==> config.mk <==
export PLATFORM = sky130hd
export DESIGN_NAME = fpd_link_rx_deframer
export DESIGN_NICKNAME = d
export VERILOG_FILES = /design/src/rtl/fpd_link_rx_deframer.sv
export SDC_FILE = /design/constraint.sdc
export NUM_CORES = 1
export LEC_CHECK = 0
export ABC_AREA = 1
export CAP_MARGIN = 20
export CORE_MARGIN = 1.5
export CORE_UTILIZATION = 50
export DETAILED_ROUTE_END_ITERATION = 12
export PLACE_DENSITY_LB_ADDON = 0.12
export SYNTH_ARGS = -nofsm -noshare
export SYNTH_HDL_FRONTEND = slang
export SYNTH_SLANG_ARGS = --single-unit
==> constraint.sdc <==
create_clock -name clk -period 1.3 [get_ports clk]
set_input_delay 0.13 -clock clk [delete_from_list [all_inputs] [get_ports clk]]
set_output_delay 0.13 -clock clk [all_outputs]
set_load 0.03 [all_outputs]
==> src/rtl/fpd_link_rx_deframer.sv <==
// FPD-Link receive deframer: 1:7 deserialiser for three data lanes plus a clock lane.
// Aligns to the clock-lane word, then emits one RGB666 pixel with syncs per 7-bit frame.
module fpd_link_rx_deframer #(
    parameter int unsigned LOCK_COUNT   = 4,
    parameter int unsigned UNLOCK_COUNT = 3,
    parameter logic [6:0]  CLK_PATTERN  = 7'b1100011
) (
    input  logic       clk,
    input  logic       rst_n,
    input  logic [2:0] lane_i,
    input  logic       clk_lane_i,
    output logic       pix_valid_o,
    output logic [5:0] red_o,
    output logic [5:0] green_o,
    output logic [5:0] blue_o,
    output logic       hsync_o,
    output logic       vsync_o,
    output logic       de_o,
    output logic       locked_o,
    output logic       sym_err_o
);

    localparam int unsigned GW = $clog2(LOCK_COUNT + 1);
    localparam int unsigned EW = $clog2(UNLOCK_COUNT + 1);
    localparam logic [GW-1:0] LOCK_MAX   = GW'(LOCK_COUNT);
    localparam logic [EW-1:0] UNLOCK_MAX = EW'(UNLOCK_COUNT);

    typedef enum logic [1:0] {
        ST_SEARCH = 2'd0,
        ST_VERIFY = 2'd1,
        ST_LOCKED = 2'd2
    } state_t;

    state_t        state_q;
    logic [2:0]    bit_cnt_q;
    logic [GW-1:0] good_cnt_q;
    logic [EW-1:0] err_cnt_q;
    logic          locked_q;
    logic          pix_valid_q;
    logic          sym_err_q;
    logic [5:0]    red_q;
    logic [5:0]    green_q;
    logic [5:0]    blue_q;
    logic          hsync_q;
    logic          vsync_q;
    logic          de_q;

    // Only six history bits are stored; the seventh bit of each word is the live input.
    logic [5:0]    clk_sr_q, lane0_sr_q, lane1_sr_q, lane2_sr_q;
    logic [5:0]    clk_sr_d, lane0_sr_d, lane1_sr_d, lane2_sr_d;
    logic [6:0]    clk_word_s, w0_s, w1_s, w2_s;
    logic          clk_match_s;
    logic          boundary_s;
    logic [GW-1:0] good_inc_s;
    logic [EW-1:0] err_inc_s;
    logic          emit_s;

    assign clk_word_s  = {clk_sr_q, clk_lane_i};
    assign w0_s        = {lane0_sr_q, lane_i[0]};
    assign w1_s        = {lane1_sr_q, lane_i[1]};
    assign w2_s        = {lane2_sr_q, lane_i[2]};
    assign clk_sr_d    = clk_word_s[5:0];
    assign lane0_sr_d  = w0_s[5:0];
    assign lane1_sr_d  = w1_s[5:0];
    assign lane2_sr_d  = w2_s[5:0];
    assign clk_match_s = (clk_word_s == CLK_PATTERN);
    assign boundary_s  = (bit_cnt_q == 3'd6);
    assign good_inc_s  = good_cnt_q + GW'(1);
    assign err_inc_s   = err_cnt_q + EW'(1);

    // Pixel is emitted at a locked boundary unless this mismatch is the one that drops lock.
    always_comb begin
        emit_s = 1'b0;
        if ((state_q == ST_LOCKED) && boundary_s) begin
            if (clk_match_s) begin
                emit_s = 1'b1;
            end else if (err_inc_s != UNLOCK_MAX) begin
                emit_s = 1'b1;
            end else begin
                emit_s = 1'b0;
            end
        end else begin
            emit_s = 1'b0;
        end
    end

    // Serial-to-parallel history for all four lanes.
    always_ff @(posedge clk or negedge rst_n) begin
        if (!rst_n) begin
            clk_sr_q   <= 6'd0;
            lane0_sr_q <= 6'd0;
            lane1_sr_q <= 6'd0;
            lane2_sr_q <= 6'd0;
        end else begin
            clk_sr_q   <= clk_sr_d;
            lane0_sr_q <= lane0_sr_d;
            lane1_sr_q <= lane1_sr_d;
            lane2_sr_q <= lane2_sr_d;
        end
    end

    // Alignment FSM with bit counter, lock/unlock counters and status strobes.
    always_ff @(posedge clk or negedge rst_n) begin
        if (!rst_n) begin
            state_q     <= ST_SEARCH;
            bit_cnt_q   <= 3'd0;
            good_cnt_q  <= '0;
            err_cnt_q   <= '0;
            locked_q    <= 1'b0;
            pix_valid_q <= 1'b0;
            sym_err_q   <= 1'b0;
        end else begin
            pix_valid_q <= emit_s;
            sym_err_q   <= 1'b0;
            bit_cnt_q   <= boundary_s ? 3'd0 : bit_cnt_q + 3'd1;
            case (state_q)
                ST_SEARCH: begin
                    if (clk_match_s) begin
                        // Restart the counter so the next boundary lands one frame later.
                        bit_cnt_q  <= 3'd0;
                        good_cnt_q <= GW'(1);
                        if (LOCK_MAX == GW'(1)) begin
                            state_q  <= ST_LOCKED;
                            locked_q <= 1'b1;
                        end else begin
                            state_q <= ST_VERIFY;
                        end
                    end
                end
                ST_VERIFY: begin
                    if (boundary_s) begin
                        if (clk_match_s) begin
                            good_cnt_q <= good_inc_s;
                            if (good_inc_s == LOCK_MAX) begin
                                state_q  <= ST_LOCKED;
                                locked_q <= 1'b1;
                            end
                        end else begin
                            state_q    <= ST_SEARCH;
                            good_cnt_q <= '0;
                        end
                    end
                end
                ST_LOCKED: begin
                    if (boundary_s) begin
                        if (clk_match_s) begin
                            err_cnt_q <= '0;
                        end else begin
                            sym_err_q <= 1'b1;
                            if (err_inc_s == UNLOCK_MAX) begin
                                state_q    <= ST_SEARCH;
                                locked_q   <= 1'b0;
                                err_cnt_q  <= '0;
                                good_cnt_q <= '0;
                            end else begin
                                err_cnt_q <= err_inc_s;
                            end
                        end
                    end
                end
                default: begin
                    state_q    <= ST_SEARCH;
                    locked_q   <= 1'b0;
                    good_cnt_q <= '0;
                    err_cnt_q  <= '0;
                end
            endcase
        end
    end

    // Pixel and sync registers load from the word map and hold between strobes.
    always_ff @(posedge clk or negedge rst_n) begin
        if (!rst_n) begin
            red_q   <= 6'd0;
            green_q <= 6'd0;
            blue_q  <= 6'd0;
            hsync_q <= 1'b0;
            vsync_q <= 1'b0;
            de_q    <= 1'b0;
        end else if (emit_s) begin
            red_q   <= w0_s[5:0];
            green_q <= {w1_s[4:0], w0_s[6]};
            blue_q  <= {w2_s[3:0], w1_s[6:5]};
            hsync_q <= w2_s[4];
            vsync_q <= w2_s[5];
            de_q    <= w2_s[6];
        end
    end

    assign pix_valid_o = pix_valid_q;
    assign sym_err_o   = sym_err_q;
    assign locked_o    = locked_q;
    assign red_o       = red_q;
    assign green_o     = green_q;
    assign blue_o      = blue_q;
    assign hsync_o     = hsync_q;
    assign vsync_o     = vsync_q;
    assign de_o        = de_q;

endmodule

After elaboration in Yosys (flattened, before gate mapping). Cells that the tools add are included.

Register bits after elaboration: 58. Input bits: 6. Logic and storage cells: 79.

Bitwise logic cells: 2. Equality and inequality tests: 15. Reduce and logical (&&, ||, !) cells: 7. Add/subtract/negate cells: 3. Muxes and demuxes: 35.

Operator list (count): $mux W3 (9); $mux W2 (10); $ne A2 B2 Y1 const B (7); $mux W1 (12); $pmux W3 S3 (1); $eq A7 B7 Y1 const B (1); $reduce_and A7 Y1 (1); $add A3 B1 Y3 const B (2); $eq A3 B3 Y1 const B (2); $pmux W2 S3 (1); $reduce_and A6 Y1 (1); $reduce_and A5 Y1 (1); $eq A2 B2 Y1 const B (2); $pmux W2 S2 (1); $ne A3 B3 Y1 const B (1); $pmux W1 S3 (1); $add A2 B1 Y2 const B (1); $eq A2 B1 Y1 const B (1); $logic_not A2 Y1 (1); $ne A2 B1 Y1 const B (1); $not A1 Y1 (2); $reduce_and A2 Y1 (1); $reduce_or A2 Y1 (1); $logic_and A1 B1 Y1 (1).

Logic depth before layout (Yosys ltp). Gate-level depths: netlist of run 1.

Word-level depth: 6. Gate-level depth with buffers: 10. Depth with buffers taken out: 9.

Worst setup path after synthesis of run 1. Ideal clock, no wire load.

Kind: register -> register. Start: register good_cnt_q[0]. End: register locked_q (netlist: locked_o). Stages on the path, launching flop included: 8. Setup slack: 91 ps. Setup time: 118 ps. Arrival time: 1092 ps. Required time: 1182 ps. Path through: dfrtp_1 > ha_1 > nand2_1 > nand3_1 > o21bai_1 > nand3_1 > nand2_1 > nand2_1.

Longest elaborated chain between the ends: 4.

RTL lines: from (decl) (line 36) `logic [GW-1:0] good_cnt_q;`; from (signal assigned) (line 133) `good_cnt_q <= good_inc_s;`; $add A3 B1 Y3 (line 68) `assign good_inc_s = good_cnt_q + GW'(1);`; $eq A3 B3 Y1 (line 134) `if (good_inc_s == LOCK_MAX) begin`; $ne A2 B2 Y1 (no source line); $reduce_and A7 Y1 (no source line); to (signal assigned) (line 136) `locked_q <= 1'b1;`; to (signal assigned) (line 152) `locked_q <= 1'b0;`; to (signal assigned) (line 163) `locked_q <= 1'b0;`; to (decl) (line 38) `logic locked_q;`.

No other way between the ends. A chain may end at the register's enable or synchronous reset.

Worst setup path after layout of run 1.
Start: register clk_sr_q[3]. End: register red_q[3] (netlist: red_o[3]).

Longest elaborated chain between the ends: 3.

RTL lines: from (decl) (line 49) `logic [5:0] clk_sr_q, lane0_sr_q, lane1_sr_q, lane2_sr_q;`; from (signal assigned) (line 95) `clk_sr_q <= clk_sr_d;`; $eq A7 B7 Y1 (line 66) `assign clk_match_s = (clk_word_s == CLK_PATTERN);`; $mux W1 (line 75) `if (clk_match_s) begin`; $mux W1 (line 74) `if ((state_q == ST_LOCKED) && boundary_s) begin`; to (signal assigned) (line 181) `red_q <= w0_s[5:0];`; to (decl) (line 41) `logic [5:0] red_q;`.

No other way between the ends.

==> results.tsv, run 1 <==
metric	value	unit
overflow	0	
critPathCaptureType	register	
leakage	1.58	nW
final.setup_skew	7.75	ps
synth_edf_count	0	
violations	negative setup slack	
synth_flop_cell	dfrtp_1	
fp.coreArea	4120	µm²
antenna_cells	0	
slew-limit-headroom	0.762	
clock_latency	340	ps
vias_per_cell	4.87	
irDropWorstVdd	0.851	mV
grt_max_degree	46	
critical_path_class	reg2reg	
drc	0	
die-width	69.5	µm
cts_root_buf	clkbuf_8	
reg2reg_from	clk_sr_q[3]	
wire_per_inst	12.4	µm
fin_crit_sh	1.03	
synth_fa_ha_area_frac	0.0113	
powerDensity	1630	nW/µm²
min_path_type	in2async	
yosys-top-cells-area	dfrtp_1 (66%), nand2_1 (15%), inv_1 (2.9%)	
grt_pass1_wl	6960	µm
fin_area	2940	µm²
initial_core_util	0.537	
dp_hpwl	2450	µm
rsz0062_at_grt	yes	
fill_cells	308	
place.gp.congestion	0.849	
drive_gt1_frac	0.285	
die_y	69.5	µm
avgSynthCellArea	9.99	µm²
status	finished, violations left	
cp.required	1530	ps
top_usage_layer	met2	
post-route-util	0.715	
die_area	4820	µm²
nets	278	
start_kind	register	
ctsLongestPathBuffers	2	
setup_slack	-37.7	ps
post-route-min-period	1340	ps
worst-path-max-fanout	8	
yosysTopAreaCellShare	0.657	
finalHoldViolations	0	
async_flop_share	1.00	
cts_tree	done	
firstDrtPassIters	4	
ioPinCount	30	
synth_top_cells_by_count	nand2_1 (88), dfrtp_1 (58), inv_1 (17)	
clkSlewWorstSetupHoldPaths	70	ps
tightest_slew	357	ps
fmax	748	MHz
ys_seq_elements	58	
synth_top_family_by_area	simple AND/OR/NAND/NOR gates	
synth-simple-area-share	0.248	
synth_xor_xnor_area_share	0.00397	
stdcell_count	324	
synth-compound-area-share	0.0289	
drt-total-wl	4010	µm
htreeDepth	3	
yosysTopAreaCell	dfrtp_1	
arrival	1570	ps
detail-route-antenna-nets	0	
syn_inst	221	
clock_sinks	58	
antenna_found_initial	0	
area_growth	33.3	%
portBuffers	29	
power	0.00481	W
vias	1578	
grt_pass1_vias	1554	
grtUsageMet2	0.282	
dp_cells	304	
use_met3	0.0974	
yosysMostFrequentCell	nand2_1	
synthesis.area	2210	µm²
numCtsBuffers	9	
r2r_cells	9	
ys_warn_count	0	
syn_nets	229	
max_cap_violations	0	
track_usage	0.189	
setup_viol	25	
crit_start	clk_sr_q[3]	
drv_slew	0	
ys_types	26	
grt_use_met1	0.239	
yosysSeqAreaShare	0.657	
drtIter0Drc	47	
postPlaceCellArea	2590	µm²
rows	23	
muxShareOfSynthArea	0	
==> per-layer routing <==
layer | wire [µm] | part of all wire
met1 | 1870 | 0.46
met2 | 1870 | 0.47
met3 | 243 | 0.061
met4 | 35 | 0.0087
met5 | 0 | 0
==> registers in the layout, summed over array words and instances, names as in the netlist <==
| name | cells |
|---|---|
| blue_o | 6 |
| lane2_sr_q | 6 |
| err_cnt_q | 2 |
| red_o | 6 |
| lane1_sr_q | 6 |
| pix_valid_o | 1 |
| clk_sr_q | 6 |
| locked_o | 1 |
| good_cnt_q | 3 |
| de_o | 1 |
| sym_err_o | 1 |
| state_q | 2 |
| lane0_sr_q | 6 |
| hsync_o | 1 |
| green_o | 6 |
| vsync_o | 1 |
| bit_cnt_q | 3 |
==> stage by stage <==
step	setup slack, ps	TNS, ps	hold WS [ps]
after floorplan	90.7	0	-166
after global placement	-189	-5390	51.4
after detailed placement	-233	-6420	54.2
after CTS	6.61	0	227
after global routing	-128	-2460	252
final	-37.7	-510	239
==> layout by cell type (no fill, tap or decap), types with 2 or more instances in the layout <==
cell,count
nand3_1,7
o21ai_1,2
nand2_4,6
nand2_2,28
nand3_2,3
buf_8,2
nand4_1,3
nor3_1,2
nor2_2,5
clkdlybuf4s50_1,4
o21ai_0,2
bufinv_16,2
clkbuf_8,9
inv_1,16
nand2_1,61
clkinv_2,3
clkdlybuf4s15_1,3
inv_2,3
dfrtp_1,58
nor2_1,11
buf_4,8
dlygate4sd2_1,20
==> final cells by class <==
| type | instances | area (µm²) | area share |
|---|---|---|---|
| multi-input cells | 139 | 749 | 0.255 |
| clock buffers | 9 | 124 | 0.0421 |
| repair buffers | 42 | 387 | 0.131 |
| clock inverters | 6 | 82.6 | 0.0280 |
| inverters | 20 | 87.6 | 0.0297 |
| well taps | 50 | 62.6 | 0.0212 |
| flip-flops and latches | 58 | 1450 | 0.493 |
==> path summary, 6_finish.rpt <==
check / end / slack (ps)
hold reg to reg: lane0_sr_q[4] / 370
setup / recovery: red_o[3] / -40
setup reg to reg: red_o[3] / -40
min in group clk: lane1_sr_q[0] / 260
hold / removal: err_cnt_q[0] / 240
max in group asynchronous: green_o[0] / 520
==> critical path: stages (launching register included) <==
cell,delay [ps]
dfrtp_1,410
inv_1,70
nand2_1,40
nor2_1,110
nand2_2,120
nand2_2,110
nand2_4,100
buf_8,170
nand2_2,60
nand2_2,40
==> power breakdown <==
| group | internal, W | switching [W] |
|---|---|---|
| Combinational | 0.000356 | 0.000602 |
| Sequential | 0.00199 | 0.000126 |
| Clock | 0.00106 | 0.000682 |
| Total | 0.00340 | 0.00141 |
==> what timing repair did <==
item | CTS | global route
gates cloned | 0 | 0
pin swaps | 1 | 25
endpoints found under the setup margin | 42 | 32
buffers inserted | 2 | 2
hold buffers | 1 | 0
hold endpoints to repair | 13 | 0
gates resized for setup | 29 | 46
==> cells by family (layout without fill, tap and decap cells) <==
group / count (synthesis) / count (layout)
and+or+nand+nor: 127 / 127
DFF: 58 / 58
buffers and inverters: 24 / 77
AOI/OAI and AO/OA: 9 / 9
adders and majority gates: 2 / 2
xor gates and xnor gates: 1 / 1
Note: power is estimated with default switching activity, not from simulation.
==> inputs of run 2 (changes only) <==
- CORE_UTILIZATION: 50 -> 55
- SLEW_MARGIN: unset -> 20
- clock period: 1.3 -> 1.65 ns (I/O delays scaled with it)
==> results.tsv, run 2 (synthesis gave the netlist of run 1 again) <==
metric	value	unit
hold_slack	312	ps
slew-limit-headroom	0.707	
ioPinCount	30	
critical_path_class	reg2out	
cp_num_buf_inv	1	
leakage	1.43	nW
critPathCaptureType	primary output	
layout_commonest_cell	nand2_1	
clkSlewWorstSetupHoldPaths	60	ps
drive_gt1_frac	0.121	
setup_tns	0	ps
final_cell_mix	nand2_1 (88), dfrtp_1 (58), clkdlybuf4s50_1 (28), inv_1 (17), nor2_1 (15)	
area_growth	26.2	%
grt_max_degree	41	
ctsLongestPathBuffers	2	
irDropWorstVdd	0.816	mV
cts_tree	done	
powerDensity	1350	nW/µm²
fp.coreArea	3770	µm²
die_y	66.4	µm
post-route-min-period	1530	ps
numCtsBuffers	9	
vias_per_cell	4.81	
status	completed	
critPathSlowestCell	clkdlybuf4s50_1	
cts_root_buf	clkbuf_8	
finalHoldViolations	0	
drt-total-wl	3510	µm
drc	0	
slowest_delay	680	ps
fmax	655	MHz
clock_sinks	58	
tightest_slew	440	ps
overflow	0	
initial_core_util	0.586	
drtIter0Drc	100	
setup_viol	0	
portBuffers	29	
max_cap_violations	0	
final-seq-area	1450	µm²
clock_latency	320	ps
cp.required	1480	ps
min_path_type	in2async	
post-route-util	0.739	
nets	268	
setup_slack	123	ps
dp_hpwl	2370	µm
antenna_found_initial	0	
power	0.00377	W
detail-route-antenna-nets	0	
place.gp.congestion	0.793	
crit_chain	clkdlybuf4s50_1	
antenna_cells	0	
fin_crit_sh	0.926	
start_kind	register	
firstDrtPassIters	5	
die_area	4400	µm²
htreeDepth	3	
grt_pass1_wl	6390	µm
arrival	1360	ps
post_cts_buffers	0	
fill_cells	281	
rsz0062_at_grt	no	
wire_per_inst	11.2	µm
die-width	66.4	µm
rows	22	
vias	1504	
multi_input_area	644	µm²
cp_top_family	buffers and inverters	
grt_pass1_vias	1472	
place_ws	45.5	ps
worst-path-max-fanout	2	
drv_slew	0	
track_usage	0.199	
final.setup_skew	7.43	ps
==> run 2: cell count changes in the layout (fill, tap and decap cells not counted), sizes merged <==
cell / previous run / this run
clkdlybuf4s50: 4 / 28
inv: 19 / 20
dlygate4sd2: 20 / 0
buf: 13 / 3
clkdlybuf4s15: 3 / 0
clkinv: 4 / 2
clkbuf: 10 / 11
==> run 2: repair_timing <==
item	CTS	global route
endpoints found under the hold margin	18	0
hold buffers	1	0
resized for setup	0	0
setup endpoints to repair	0	0
==> run 2: worst paths after layout <==
| path | startpoint | cells after the start | slack [ps] | endpoint |
|---|---|---|---|---|
| setup / recovery | red_o[4] | 1 | 120 | red_o[4] |
| hold / removal | rst_n | 2 | 310 | clk_sr_q[0] |
| setup reg to reg | clk_sr_q[3] | 9 | 310 | green_o[2] |
| hold reg to reg | lane2_sr_q[4] | 0 | 370 | lane2_sr_q[5] |
| max in group asynchronous | rst_n | 3 | 790 | red_o[1] |
| min in group clk | lane_i[2] | 1 | 310 | lane2_sr_q[0] |
==> run 2: cell type report <==
type                    count  area share
clock buffers              11      0.0507
clock inverters             5      0.0278
inverters                  20      0.0278
multi-input cells         139       0.231
flip-flops and latches     58       0.521
well taps                  48      0.0215
repair buffers             32       0.120
==> run 2: worst register-to-register path, stage by stage (launching register included) <==
cell and delay [ps]:
dfrtp_1 410, inv_1 70, nand2_1 40, nor2_1 120
nand2_2 130, nand2_2 100, nand2_4 60, inv_4 180
nand2_1 90, nand2_1 80
==> run 2: power by group <==
group	total (W)	internal (W)	leakage, nW	switching (W)
registers	0.00167	0.00157	0.734	0.0000981
logic	0.000707	0.000258	0.587	0.000449
clock network	0.00140	0.000886	0.109	0.000514
==> run 2: per-layer routing <==
layer  vias up  track usage  share of wire
met5         -            0              0
met4         0        0.107          0.021
met3         7       0.0511          0.040
met2        35        0.293           0.46
met1       703        0.273           0.48
li1        759            -              -
==> run 2: metrics by stage <==
stage / instances / instance area (µm²)
after floorplan: 221 / 2210
after global placement: 296 / 2560
after detailed placement: 296 / 2560
after CTS: 313 / 2790
after global routing: 313 / 2790
final: 313 / 2790
